===== src/rtl/sonic_multi_ranger.sv =====
// Round-robin trigger/echo controller for several HC-SR04-class sensors.
// One sensor is pinged at a time; echo width is converted to whole centimetres.
module sonic_multi_ranger #(
    parameter int CHANNELS    = 2,
    parameter int DIST_W      = 10,
    parameter int TRIG_CYC    = 1000,
    parameter int CM_CYC      = 5800,
    parameter int TIMEOUT_CYC = 3000000,
    parameter int GAP_CYC     = 1000000,
    localparam int CH_W       = (CHANNELS > 1) ? $clog2(CHANNELS) : 1
) (
    input  logic                         clk,
    input  logic                         rst,
    input  logic                         en,
    input  logic [CHANNELS-1:0]          echo,
    output logic [CHANNELS-1:0]          trig,
    output logic [CHANNELS*DIST_W-1:0]   distance,
    output logic [CHANNELS-1:0]          valid,
    output logic [CHANNELS-1:0]          timeout,
    output logic                         done,
    output logic [CH_W-1:0]              done_ch
);

    localparam int CNT_MAX = (TRIG_CYC > GAP_CYC) ? TRIG_CYC : GAP_CYC;
    localparam int CNT_W   = $clog2(CNT_MAX + 1);
    localparam int TO_W    = $clog2(TIMEOUT_CYC + 1);
    localparam int SUB_W   = $clog2(CM_CYC + 1);

    typedef enum logic [2:0] {
        IDLE,
        TRIG,
        WAIT_RISE,
        MEASURE,
        GAP
    } state_t;

    state_t                            state_q, state_d;
    logic [CH_W-1:0]                   ch_q, ch_d;
    logic [CNT_W-1:0]                  cnt_q, cnt_d;
    logic [TO_W-1:0]                   to_q, to_d;
    logic [SUB_W-1:0]                  sub_q, sub_d;
    logic [DIST_W-1:0]                 cm_q, cm_d;
    logic [CHANNELS-1:0][DIST_W-1:0]   dist_q, dist_d;
    logic [CHANNELS-1:0]               valid_q, valid_d;
    logic [CHANNELS-1:0]               timeout_q, timeout_d;
    logic [CHANNELS-1:0]               trig_q, trig_d;
    logic                              done_q, done_d;
    logic [CH_W-1:0]                   done_ch_q, done_ch_d;
    logic [CHANNELS-1:0]               echo_s1_q, echo_s1_d;
    logic [CHANNELS-1:0]               echo_s2_q, echo_s2_d;
    logic [CHANNELS-1:0]               echo_dly_q, echo_dly_d;

    logic echo_s;
    logic rise;
    logic fall;
    logic to_hit;
    logic wr_good;
    logic wr_to;

    always_comb begin
        echo_s1_d  = echo;
        echo_s2_d  = echo_s1_q;
        echo_dly_d = echo_s2_q;
        echo_s     = echo_s2_q[ch_q];
        rise       = echo_s & ~echo_dly_q[ch_q];
        fall       = ~echo_s & echo_dly_q[ch_q];
        to_hit     = (to_q == TO_W'(TIMEOUT_CYC - 1));
    end

    always_comb begin
        state_d   = state_q;
        ch_d      = ch_q;
        cnt_d     = cnt_q;
        to_d      = to_q;
        sub_d     = sub_q;
        cm_d      = cm_q;
        dist_d    = dist_q;
        valid_d   = valid_q;
        timeout_d = timeout_q;
        done_d    = 1'b0;
        done_ch_d = done_ch_q;
        trig_d    = '0;
        wr_good   = 1'b0;
        wr_to     = 1'b0;

        unique case (state_q)
            IDLE: begin
                cnt_d = '0;
                to_d  = '0;
                if (en) begin
                    ch_d    = '0;
                    state_d = TRIG;
                end
            end
            TRIG: begin
                to_d = '0;
                if (cnt_q == CNT_W'(TRIG_CYC - 1)) begin
                    cnt_d   = '0;
                    state_d = WAIT_RISE;
                end else begin
                    cnt_d = cnt_q + CNT_W'(1);
                end
            end
            WAIT_RISE: begin
                to_d = to_q + TO_W'(1);
                if (to_hit) begin
                    wr_to = 1'b1;
                end else if (rise) begin
                    // the cycle that shows the edge is already high time
                    sub_d   = (CM_CYC == 1) ? SUB_W'(0) : SUB_W'(1);
                    cm_d    = (CM_CYC == 1) ? DIST_W'(1) : DIST_W'(0);
                    state_d = MEASURE;
                end
            end
            MEASURE: begin
                to_d = to_q + TO_W'(1);
                if (fall) begin
                    wr_good = 1'b1;
                end else if (to_hit) begin
                    wr_to = 1'b1;
                end else if (echo_s) begin
                    if (sub_q == SUB_W'(CM_CYC - 1)) begin
                        sub_d = '0;
                        if (cm_q != '1) begin
                            cm_d = cm_q + DIST_W'(1);
                        end
                    end else begin
                        sub_d = sub_q + SUB_W'(1);
                    end
                end
            end
            GAP: begin
                if (cnt_q == CNT_W'(GAP_CYC - 1)) begin
                    cnt_d = '0;
                    if (en) begin
                        ch_d    = (ch_q == CH_W'(CHANNELS - 1)) ? '0
                                                                : ch_q + CH_W'(1);
                        state_d = TRIG;
                    end else begin
                        ch_d    = '0;
                        state_d = IDLE;
                    end
                end else begin
                    cnt_d = cnt_q + CNT_W'(1);
                end
            end
            default: state_d = IDLE;
        endcase

        if (wr_good || wr_to) begin
            dist_d[ch_q]    = wr_to ? '1 : cm_q;
            valid_d[ch_q]   = wr_good;
            timeout_d[ch_q] = wr_to;
            done_d          = 1'b1;
            done_ch_d       = ch_q;
            cnt_d           = '0;
            state_d         = GAP;
        end

        if (state_d == TRIG) begin
            trig_d[ch_d] = 1'b1;
        end
    end

    always_ff @(posedge clk or posedge rst) begin
        if (rst) begin
            state_q    <= IDLE;
            ch_q       <= '0;
            cnt_q      <= '0;
            to_q       <= '0;
            sub_q      <= '0;
            cm_q       <= '0;
            dist_q     <= '0;
            valid_q    <= '0;
            timeout_q  <= '0;
            trig_q     <= '0;
            done_q     <= 1'b0;
            done_ch_q  <= '0;
            echo_s1_q  <= '0;
            echo_s2_q  <= '0;
            echo_dly_q <= '0;
        end else begin
            state_q    <= state_d;
            ch_q       <= ch_d;
            cnt_q      <= cnt_d;
            to_q       <= to_d;
            sub_q      <= sub_d;
            cm_q       <= cm_d;
            dist_q     <= dist_d;
            valid_q    <= valid_d;
            timeout_q  <= timeout_d;
            trig_q     <= trig_d;
            done_q     <= done_d;
            done_ch_q  <= done_ch_d;
            echo_s1_q  <= echo_s1_d;
            echo_s2_q  <= echo_s2_d;
            echo_dly_q <= echo_dly_d;
        end
    end

    assign trig     = trig_q;
    assign distance = dist_q;
    assign valid    = valid_q;
    assign timeout  = timeout_q;
    assign done     = done_q;
    assign done_ch  = done_ch_q;

endmodule


===== config.mk =====
export PLATFORM = sky130hd
export DESIGN_NAME = sonic_multi_ranger
export DESIGN_NICKNAME = d
export VERILOG_FILES = /design/src/rtl/sonic_multi_ranger.sv
export SDC_FILE = /design/constraint.sdc
export NUM_CORES = 1
export LEC_CHECK = 0
export BUFFER_PORTS_ARGS = -buffer_cell sky130_fd_sc_hd__buf_2
export CAP_MARGIN = 20
export CORE_MARGIN = 2
export CORE_UTILIZATION = 51
export CTS_BUF_LIST = sky130_fd_sc_hd__clkbuf_4 sky130_fd_sc_hd__clkbuf_8
export DETAILED_ROUTE_END_ITERATION = 10
export PLACE_DENSITY = 0.69
export SYNTH_ARGS = -nofsm -noshare
export SYNTH_HDL_FRONTEND = slang
export SYNTH_SLANG_ARGS = --single-unit

===== constraint.sdc =====
create_clock -name clk -period 4.3 [get_ports clk]
set_input_delay 1.075 -clock clk [delete_from_list [all_inputs] [get_ports clk]]
set_output_delay 1.075 -clock clk [all_outputs]
set_load 0.1 [all_outputs]

# After elaboration in Yosys (flattened, before gate mapping)
# Index checks and enable logic that the tools add are counted.
# word_totals
reg_bits,103
in_bits,5
output_inout_bits,28
word_cells,111
# classes
add_sub_neg,5
magnitude_cmp,4
eq_ne,17
n_mux,54
n_bitwise,4
n_reduce_logical,11
# op_table
operator,n
10-bit two-way mux,9
13-bit two-way mux,6
20-bit two-way mux,3
20-bit one-hot mux with 3 select lines,1
22-bit one-hot mux with 2 select lines,1
13-bit one-hot mux with 2 select lines,1
"22-bit by 1-bit adder with 22-bit output, second input constant",1
"22-bit equality test, second input constant",1
"20-bit by 1-bit adder with 20-bit output, second input constant",1
20-bit bitwise mux,1
"20-bit by 10-bit equality test with 1-bit output, second input constant",1
"20-bit equality test, second input constant",1
10-bit one-hot mux with 2 select lines,1
3-bit two-way mux,6
1-bit two-way mux,16
3-bit one-hot mux with 5 select lines,1
"2-bit inequality test, second input constant",7
"13-bit by 1-bit adder with 13-bit output, second input constant",1
"13-bit equality test, second input constant",1
"10-bit by 1-bit adder with 10-bit output, second input constant",1
10-bit demux with 1-bit select,1
"10-bit inequality test, second input constant",1
8-bit AND reduction,1
"3-bit by 1-bit equality test with 1-bit output, second input constant",2
18 further kinds,29

# Logic depth before layout (Yosys ltp)
# Gate-level depths: netlist of the first run.
# depth
ltp_word,10
mapped_depth,9
ltp_nobuf,7

# Worst setup path before layout of the first run
# Ideal clock, no wire load.
# synth_path
path_type,register to register
start,reg cnt_q[18]
end,reg cnt_q[18]
setup_ns,0.121
t_arrival_ns,2.084
required_time_ns,4.179
setup_slack_ns,2.095
stages_incl_launch_ff,9
path_buffers,2
period_less_slack_ns,2.205
path_cell_list,dfrtp_1 -> or4_1 -> or4_4 -> o21ai_2 -> nand2_2 -> buf_6 -> buf_6 -> a32oi_1 -> nand2_1
# synth_via
elab_chain_cells,4
elab_cells_between_ends,7
cone_classes,1 x add/sub; 2 x eq/ne; 4 x mux
# synth_lines
element,line,source
"start, declared",39,"logic [CNT_W-1:0] cnt_q, cnt_d;"
"start signal, assigned",185,cnt_q <= cnt_d;
20-bit by 1-bit adder with 20-bit output (tied with other cells),"101, 144",
20-bit two-way mux (on tied branches),"133, 97",
20-bit one-hot mux with 3 select lines (*),86,unique case (state_q)
20-bit two-way mux (*),150,if (wr_good || wr_to) begin
# Every way passes the cells marked *; elsewhere a longest branch is shown, timed or not.
# A chain may end at the register's enable or synchronous reset.

# Worst setup path in the final report of the first run
# layout_path
start,reg to_q[6]
end,reg dist_q (netlist bit distance[17])
# layout_via
elab_chain_cells,6
elab_cells_between_ends,7
cone_classes,1 x eq/ne; 5 x mux; 1 x reduce/logical
# layout_lines
element,line,source
"start, declared",40,"logic [TO_W-1:0] to_q, to_d;"
"start signal, assigned",186,to_q <= to_d;
22-bit equality test (*),67,to_hit = (to_q == TO_W'(TIMEOUT_CYC - 1));
1-bit two-way mux (*),"106, 119",
1-bit two-way mux,117,if (fall) begin
1-bit one-hot mux with 2 select lines (*),86,
10-bit two-way mux,151,dist_d[ch_q] = wr_to ? '1 : cm_q;
20-bit bitwise mux,151,
"end signal, assigned",189,dist_q <= dist_d;
"end, declared",43,"logic [CHANNELS-1:0][DIST_W-1:0] dist_q, dist_d;"
# Marked as above.

==> out/qor.csv, run 1 <==
stage,metric,value,unit
run_status,run status,"finished, final reports clean",
synthesis,area share of xor/xnor cells in the synthesized design,2.622,%
sta,fin crit share,61.25,%
power,LEAKAGE,0.002452,uW
critical_path,Critical Path Start Type,register,
global_route,global route overflow,0,
global_route,initial antenna violation count,0,
route,initial DRC count,183,
global_route,met2 GRT Util,34.62,%
die,initial core utilization,51.99,%
sta,Worst-Margin Slew,957.8,ps
global_route,largest net degree at the start of global routing,47,
finish,final core occ,56.53,%
placement,hpwl dp,7301,um
route,vias,4001,
route,post-route ant nets,0,
sta,Final Hold Viols,0,
placement,Port Buffers,32,
critical_path,critical path class,register to register,
finish,Layout Nets,556,
finish,Seq. cell area,2577,um^2
synthesis,ys async rst share,100.0,%
power,Overall Power,1750,uW
sta,RSZ-0062 raised after global routing,no,
synthesis,post-synthesis simple-gate area fraction,23.07,%
clock_tree,H-tree depth,3,
synthesis,"FF+latch count, synth",103,
finish,FILL cells,885,
critical_path,R2R cell count,6,
clock_tree,clock slew at reported path FFs,100,ps
hold_path,Hold WC Path Type,register to register,
global_route,GRT Max-Usage Layer,met2,
die,Die ar.,10630,um^2
die,width of the die,103.1,um
placement,DP Worst Slack,1667,ps
route,number of remaining DRC errors,0,
clock_tree,clock sinks,103,
sta,Hold WS,356.8,ps
route,vias per inst,5.841,
global_route,M1 GR Usage,29.91,%
synthesis,Mapped Cells,523,
synthesis,Post-synth EDFFs,0,
finish,share of cells above drive strength 1,11.05,%
sta,Final Slew Violations,0,
global_route,GRT met3 Usage,2.576,%
sta,"Setup violations, final",0,
hold_path,Worst Hold Depth,0,
power,peak supply drop,0.0002670,V
route,drt first pass iters,4,
clock_tree,Post-CTS Setup Bufs,0,
route,Total Wirelength,10620,um
clock_tree,later-pin clock latency in the skew report,380,ps
global_route,total track usage,21.52,%
sta,fin crit period,2634,ps
sta,Rel. slew slack,36.15,%
finish,Multi-input gate area,2290,um^2
synthesis,syn avg cell area,9.581,um^2
synthesis,Yosys Warn Count,0,
synthesis,Synth Area in Compound Gates,18.38,%
synthesis,Post-Syn Area,5011,um^2
critical_path,crit end category,register,
global_route,first-pass GRT wire length,18020,um
critical_path,Critical Path Fanout Max,11,
sta,clock skew,13.89,ps
sta,Final Worst Setup Slack,1666,ps
clock_tree,Root Buffer,clkbuf_8,
sta,Fmax,0.3797,GHz
power,pwr/cell area,321.1,nW/um^2
synthesis,largest family of logic cells by synthesized area,simple AND/OR/NAND/NOR gates,
placement,gpl congestion,0.8900,
critical_path,Worst EP arrival,2960,ps
clock_tree,post_cts resized,0,
synthesis,Synth Flop Type,dfrtp_1,
die,core area,9639,um^2
synthesis,Synth cell types,57,
die,io pins,33,
synthesis,post-synthesis adder-cell area fraction,0.9988,%
synthesis,syn_nets,532,
synthesis,post-synthesis sequential area ratio,51.44,%
clock_tree,CTS Buf Count,9,
finish,ANT cells,0,
global_route,vias in the first global route,3834,
clock_tree,CTS tree,done,
die,num rows,36,
clock_tree,# hold bufs at CTS,0,
clock_tree,Max clock buf depth,2,
die,chip height,103.1,um
sta,Setup TNS,0,ps
route,routed wire length per instance,15.50,um
finish,synthesis-to-layout area growth,8.739,%
flow_run,Max-Cap Viols,0,
synthesis,mux cell area share after synthesis,0.6242,%
critical_path,Worst Path Required,4620,ps
## cell families after synthesis
logic type | Yosys count
buf+inv | 31
flops | 103
compound gates | 140
xor+xnor | 15
fa+ha+maj | 4
mux | 3
simple gates | 227
## synthesized netlist by cell type (2+ instances only)
cell type / n / share of area (%)
and2_1: 8 / 1.0
nor3_1: 7 / 0.70
clkbuf_1: 15 / 1.1
xnor2_1: 4 / 0.70
a31oi_1: 14 / 1.7
nand3_1: 31 / 3.1
dfrtp_1: 103 / 51
and3_1: 13 / 1.6
o21a_1: 2 / 0.30
xor2_1: 11 / 1.9
inv_1: 8 / 0.60
a221o_1: 2 / 0.40
and4_1: 2 / 0.35
o41ai_1: 2 / 0.35
nor3b_1: 3 / 0.45
ha_1: 4 / 1.0
o22a_1: 20 / 3.5
a21o_1: 6 / 0.90
o21ai_1: 2 / 0.20
nand2_1: 59 / 4.4
nor2_1: 47 / 3.5
or2_2: 2 / 0.25
o21ai_0: 41 / 4.1
nor2b_1: 5 / 0.62
and3b_1: 2 / 0.35
nand4_1: 14 / 1.7
a21oi_1: 23 / 2.3
nor4_1: 4 / 0.50
a22o_1: 6 / 1.0
or4_1: 2 / 0.30
or3_1: 10 / 1.2
mux2i_1: 2 / 0.40
o311ai_1: 2 / 0.35
buf_6: 3 / 0.67
nor4b_1: 4 / 0.70
nand2b_1: 8 / 1.0
buf_2: 4 / 0.40
o31ai_1: 9 / 1.3
## report_power, final
part           total [uW]  internal, uW  switching, uW
Sequential           1050          1000           43.9
Clock                 591           247            344
Combinational         110          45.3           65.1
Total                1750          1300            453
## critical path, stage by stage, from the launching register on
cell     delay (ps)
dfrtp_1         440
nor4b_1         420
nand4_1         120
or3_1           430
and2_1          240
nor2_1          680
o22a_1          240
## layer usage
metal | vias to the layer above | part of all wire, % | routed length [um]
met1 | 1965 | 47 | 4999
met4 | 0 | 1.6 | 167
met2 | 68 | 48 | 5090
li1 | 1957 | - | -
met5 | - | 0 | 0
met3 | 11 | 3.4 | 362
## cells in the final DEF, fill, tap and decap left out, types with 7 or more instances in the layout
cell type  count
and3_1        13
nand2b_1       8
o22a_1        20
nand3_1       31
inv_1          7
nor3_1         7
xor2_1        11
o21ai_0       41
nor2_1        47
and2_1         8
clkbuf_8      11
nand2_1       59
a31oi_1       14
a21oi_1       23
dfrtp_1      103
buf_2         32
or3_1         10
nand4_1       14
o31ai_1        9
## area by class of cell
class                      instances  area share, %
sequential                       103          47.30
multi-input combinational        389          42.02
timing repair buffer              36          3.490
tap                              133          3.054
clock buffer                      11          2.778
clock inverter                     5         0.7577
inverter                           8         0.5970
## metrics by stage
step,cells,area [um^2]
finish,685,5449
global route,685,5449
CTS,685,5449
detailed placement,669,5256
global placement,669,5256
floorplan,523,5011
## final timing paths
check | slack [ps] | start | to
worst min register to register | 360 | echo_s1_q[0] | echo_dly_d[0]
worst max register to register | 1670 | to_q[6] | distance[17]
min in group asynchronous | 730 | rst | cm_q[8]
worst min-delay path | 360 | echo_s1_q[0] | echo_dly_d[0]
max in group asynchronous | 2770 | rst | done
worst max-delay path | 1670 | to_q[6] | distance[17]
## state kept, by name, indices dropped and copies added, names as in the netlist, 3 cells and up
| name | flops |
|---|---|
| state_q | 3 |
| cnt_q | 20 |
| to_q | 22 |
| distance | 20 |
| cm_q | 10 |
| sub_q | 13 |
Note: power is estimated with default switching activity, not from simulation.
==> inputs of run 2 (changes only) <==
Settings changed: ABC_AREA set to 1, PLACE_DENSITY 0.69 to 0.71.
Clock period 4.3 ns to 2.4 ns, I/O delays scaled along.
==> run 2 against run 1 <==
Effect of this change: critical path depth increased by 4; combinational power shrank 55%; maximum frequency increased by 25%; setup slack lost 1400 ps; core utilization down 0.075 points; register-to-register slack worse by 1400 ps; synthesized cell count rose by 51%; clock skew rose by 0.92 ps; sequential power grew 66%; routed wire length up 27%; final cell count up 42%; critical endpoint is now cnt_q[8]; largest cell class is now multi-input gates; highest routed layer unchanged.
==> out/qor.csv, run 2 <==
stage,metric,value,unit
run_status,run status,"finished, final reports clean",
sta,"Setup violations, final",0,
clock_tree,CTS Buf Count,9,
finish,fin area,6391,um^2
global_route,total track usage,23.22,%
placement,placed cell count,958,
sta,Final Slew Violations,0,
power,peak supply drop,0.0004096,V
global_route,largest net degree at the start of global routing,92,
finish,most frequent cells in the layout,"nand2_1 (217), dfrtp_1 (103), inv_1 (97), nor2_1 (77), nand3_1 (73)",
flow_run,Max-Cap Viols,0,
sta,Hold WS,150.7,ps
route,number of remaining DRC errors,0,
placement,DP Worst Slack,290.5,ps
die,Die ar.,12420,um^2
power,Sw Share,24.47,%
placement,gpl congestion,0.9839,
global_route,vias in the first global route,5086,
synthesis,post-synth top area cell,dfrtp_1,
synthesis,synth top area cells,"dfrtp_1 (44%), nand2_1 (14%), inv_1 (6.2%), nand3_1 (6.2%), nor2_1 (4.9%)",
hold_path,Hold WC Path Type,input port to asynchronous set/reset pin,
sta,Fmax,0.4759,GHz
synthesis,syn avg cell area,7.452,um^2
power,Clk pwr share,37.6,%
global_route,initial antenna violation count,0,
sta,Final Hold Viols,0,
synthesis,Post-Syn Area,5887,um^2
power,Comb pwr share,1.7,%
finish,FILL cells,1032,
synthesis,Synth top area share,43.78,%
die,width of the die,111.4,um
finish,max reg flops,22,
clock_tree,CTS tree,done,
global_route,GRT Max-Usage Layer,met2,
finish,Finished Layout Cells,974,
clock_tree,post_cts resized,0,
critical_path,Worst Path Required,2700,ps
global_route,M1 GR Usage,32.66,%
critical_path,Critical Path Fanout Max,14,
placement,placed cell area,6202,um^2
finish,Layout Nets,835,
sta,Rel. slew slack,55.43,%
synthesis,Synth cell types,39,
finish,synthesis-to-layout area growth,8.565,%
route,Total Wirelength,13440,um
synthesis,Synth Flop Type,dfrtp_1,
route,routed wire length per instance,13.80,um
route,vias,5217,
clock_tree,Root Buffer,clkbuf_8,
sta,Final Worst Setup Slack,298.9,ps
power,pwr/cell area,448.7,nW/um^2
sta,Setup TNS,0,ps
sta,fin crit period,2101,ps
sta,clock skew,14.81,ps
die,num rows,39,
clock_tree,H-tree depth,3,
synthesis,"FF+latch count, synth",103,
synthesis,ys async rst share,100.0,%
synthesis,top post-synthesis cells by count,"nand2_1 (217), dfrtp_1 (103), inv_1 (98), nor2_1 (77), nand3_1 (73)",
global_route,GRT met3 Usage,6.097,%
finish,ANT cells,0,
synthesis,Mapped Cells,790,
global_route,global route overflow,0,
synthesis,"count leader, synth",nand2_1,
sta,Worst-Margin Slew,663.5,ps
finish,"most common cell after layout, fill and taps aside",nand2_1,
synthesis,Yosys Warn Count,0,
clock_tree,clock sinks,103,
placement,hpwl dp,9865,um
die,chip height,111.4,um
power,LEAKAGE,0.003120,uW
clock_tree,clock slew at reported path FFs,110,ps
route,initial DRC count,373,
finish,share of cells above drive strength 1,12.03,%
die,initial core utilization,52.00,%
sta,RSZ-0062 raised after global routing,no,
clock_tree,Post-CTS Setup Bufs,0,
finish,Biggest register,to_q,
route,post-route ant nets,0,
route,drt first pass iters,6,
finish,Multi-input gate area,2795,um^2
synthesis,syn_nets,799,
clock_tree,Max clock buf depth,2,
die,io pins,33,
power,Cell Int Power,2166,uW
critical_path,Worst EP arrival,2400,ps
clock_tree,later-pin clock latency in the skew report,390,ps
finish,Seq. cell area,2577,um^2
sta,fin crit share,87.55,%
route,vias per inst,5.356,
critical_path,critical path class,register to register,
power,sequential share of power,60.7,%
power,P_sw,701.6,uW
critical_path,Critical Path Start Type,register,
placement,Port Buffers,32,
global_route,first-pass GRT wire length,23800,um
global_route,met2 GRT Util,35.89,%
clock_tree,# hold bufs at CTS,0,
synthesis,Post-synth EDFFs,0,
critical_path,crit end category,register,
synthesis,post-synthesis sequential area ratio,43.78,%
die,core area,11320,um^2
-- run 2: stage by stage --
stage | util [%] | total power [uW]
2_1_floorplan | - | 1808
3_3_place_gp | 54.79 | 1827
3_5_place_dp | 54.79 | 1828
4_1_cts | 56.45 | 2892
5_1_grt | 56.45 | 2968
6_report | 56.45 | 2868
-- run 2: area by class of cell --
cell class | instances | share of cell area (%)
inverter | 105 | 6.304
multi-input combinational | 565 | 43.74
clock inverter | 6 | 0.8027
timing repair buffer | 42 | 3.876
tap | 143 | 2.800
clock buffer | 10 | 2.153
sequential | 103 | 40.33
-- run 2: cells by family after synthesis --
logic type | synth area share [%]
DFF | 43.78
and+or+nand+nor | 35.32
xor gates and xnor gates | 2.232
AOI/OAI and AO/OA | 9.076
adders and majority gates | 0.8502
buffers and inverters | 8.735
-- run 2: path summary, 6_finish.rpt --
kind	slack (ps)	depth (start not counted)	start	end
max in group asynchronous	1480	3	rst	sub_q[8]
setup / recovery	300	10	ch_q	cnt_q[8]
hold reg to reg	360	0	echo_s1_q[0]	echo_dly_d[0]
min in group clk	300	1	echo[0]	echo_s1_q[0]
setup reg to reg	300	10	ch_q	cnt_q[8]
hold / removal	150	2	rst	distance[14]
-- run 2: critical path: stages (launching register included) --
cell	delay, ps
dfrtp_1	630
inv_6	100
nand2_2	80
nand2_2	70
nor2_4	130
nand2_4	70
nand2_4	80
nor2_8	60
nor2_8	230
nand2_2	300
o21ai_0	260
-- run 2: per-layer routing --
metal | vias to the layer above | wire [um]
li1 | 2636 | -
met1 | 2432 | 6453
met2 | 128 | 6059
met3 | 21 | 711
met4 | 0 | 212
met5 | - | 0
-- run 2: power by group through the flow --
stage / registers, uW / clock network (uW) / logic, uW
after floorplan: 1780 / 0 / 32.8
after global placement: 1780 / 0 / 51.2
after detailed placement: 1780 / 0 / 52.2
after CTS: 1740 / 1100 / 52.6
after global routing: 1740 / 1170 / 57.8
final: 1740 / 1080 / 49.0
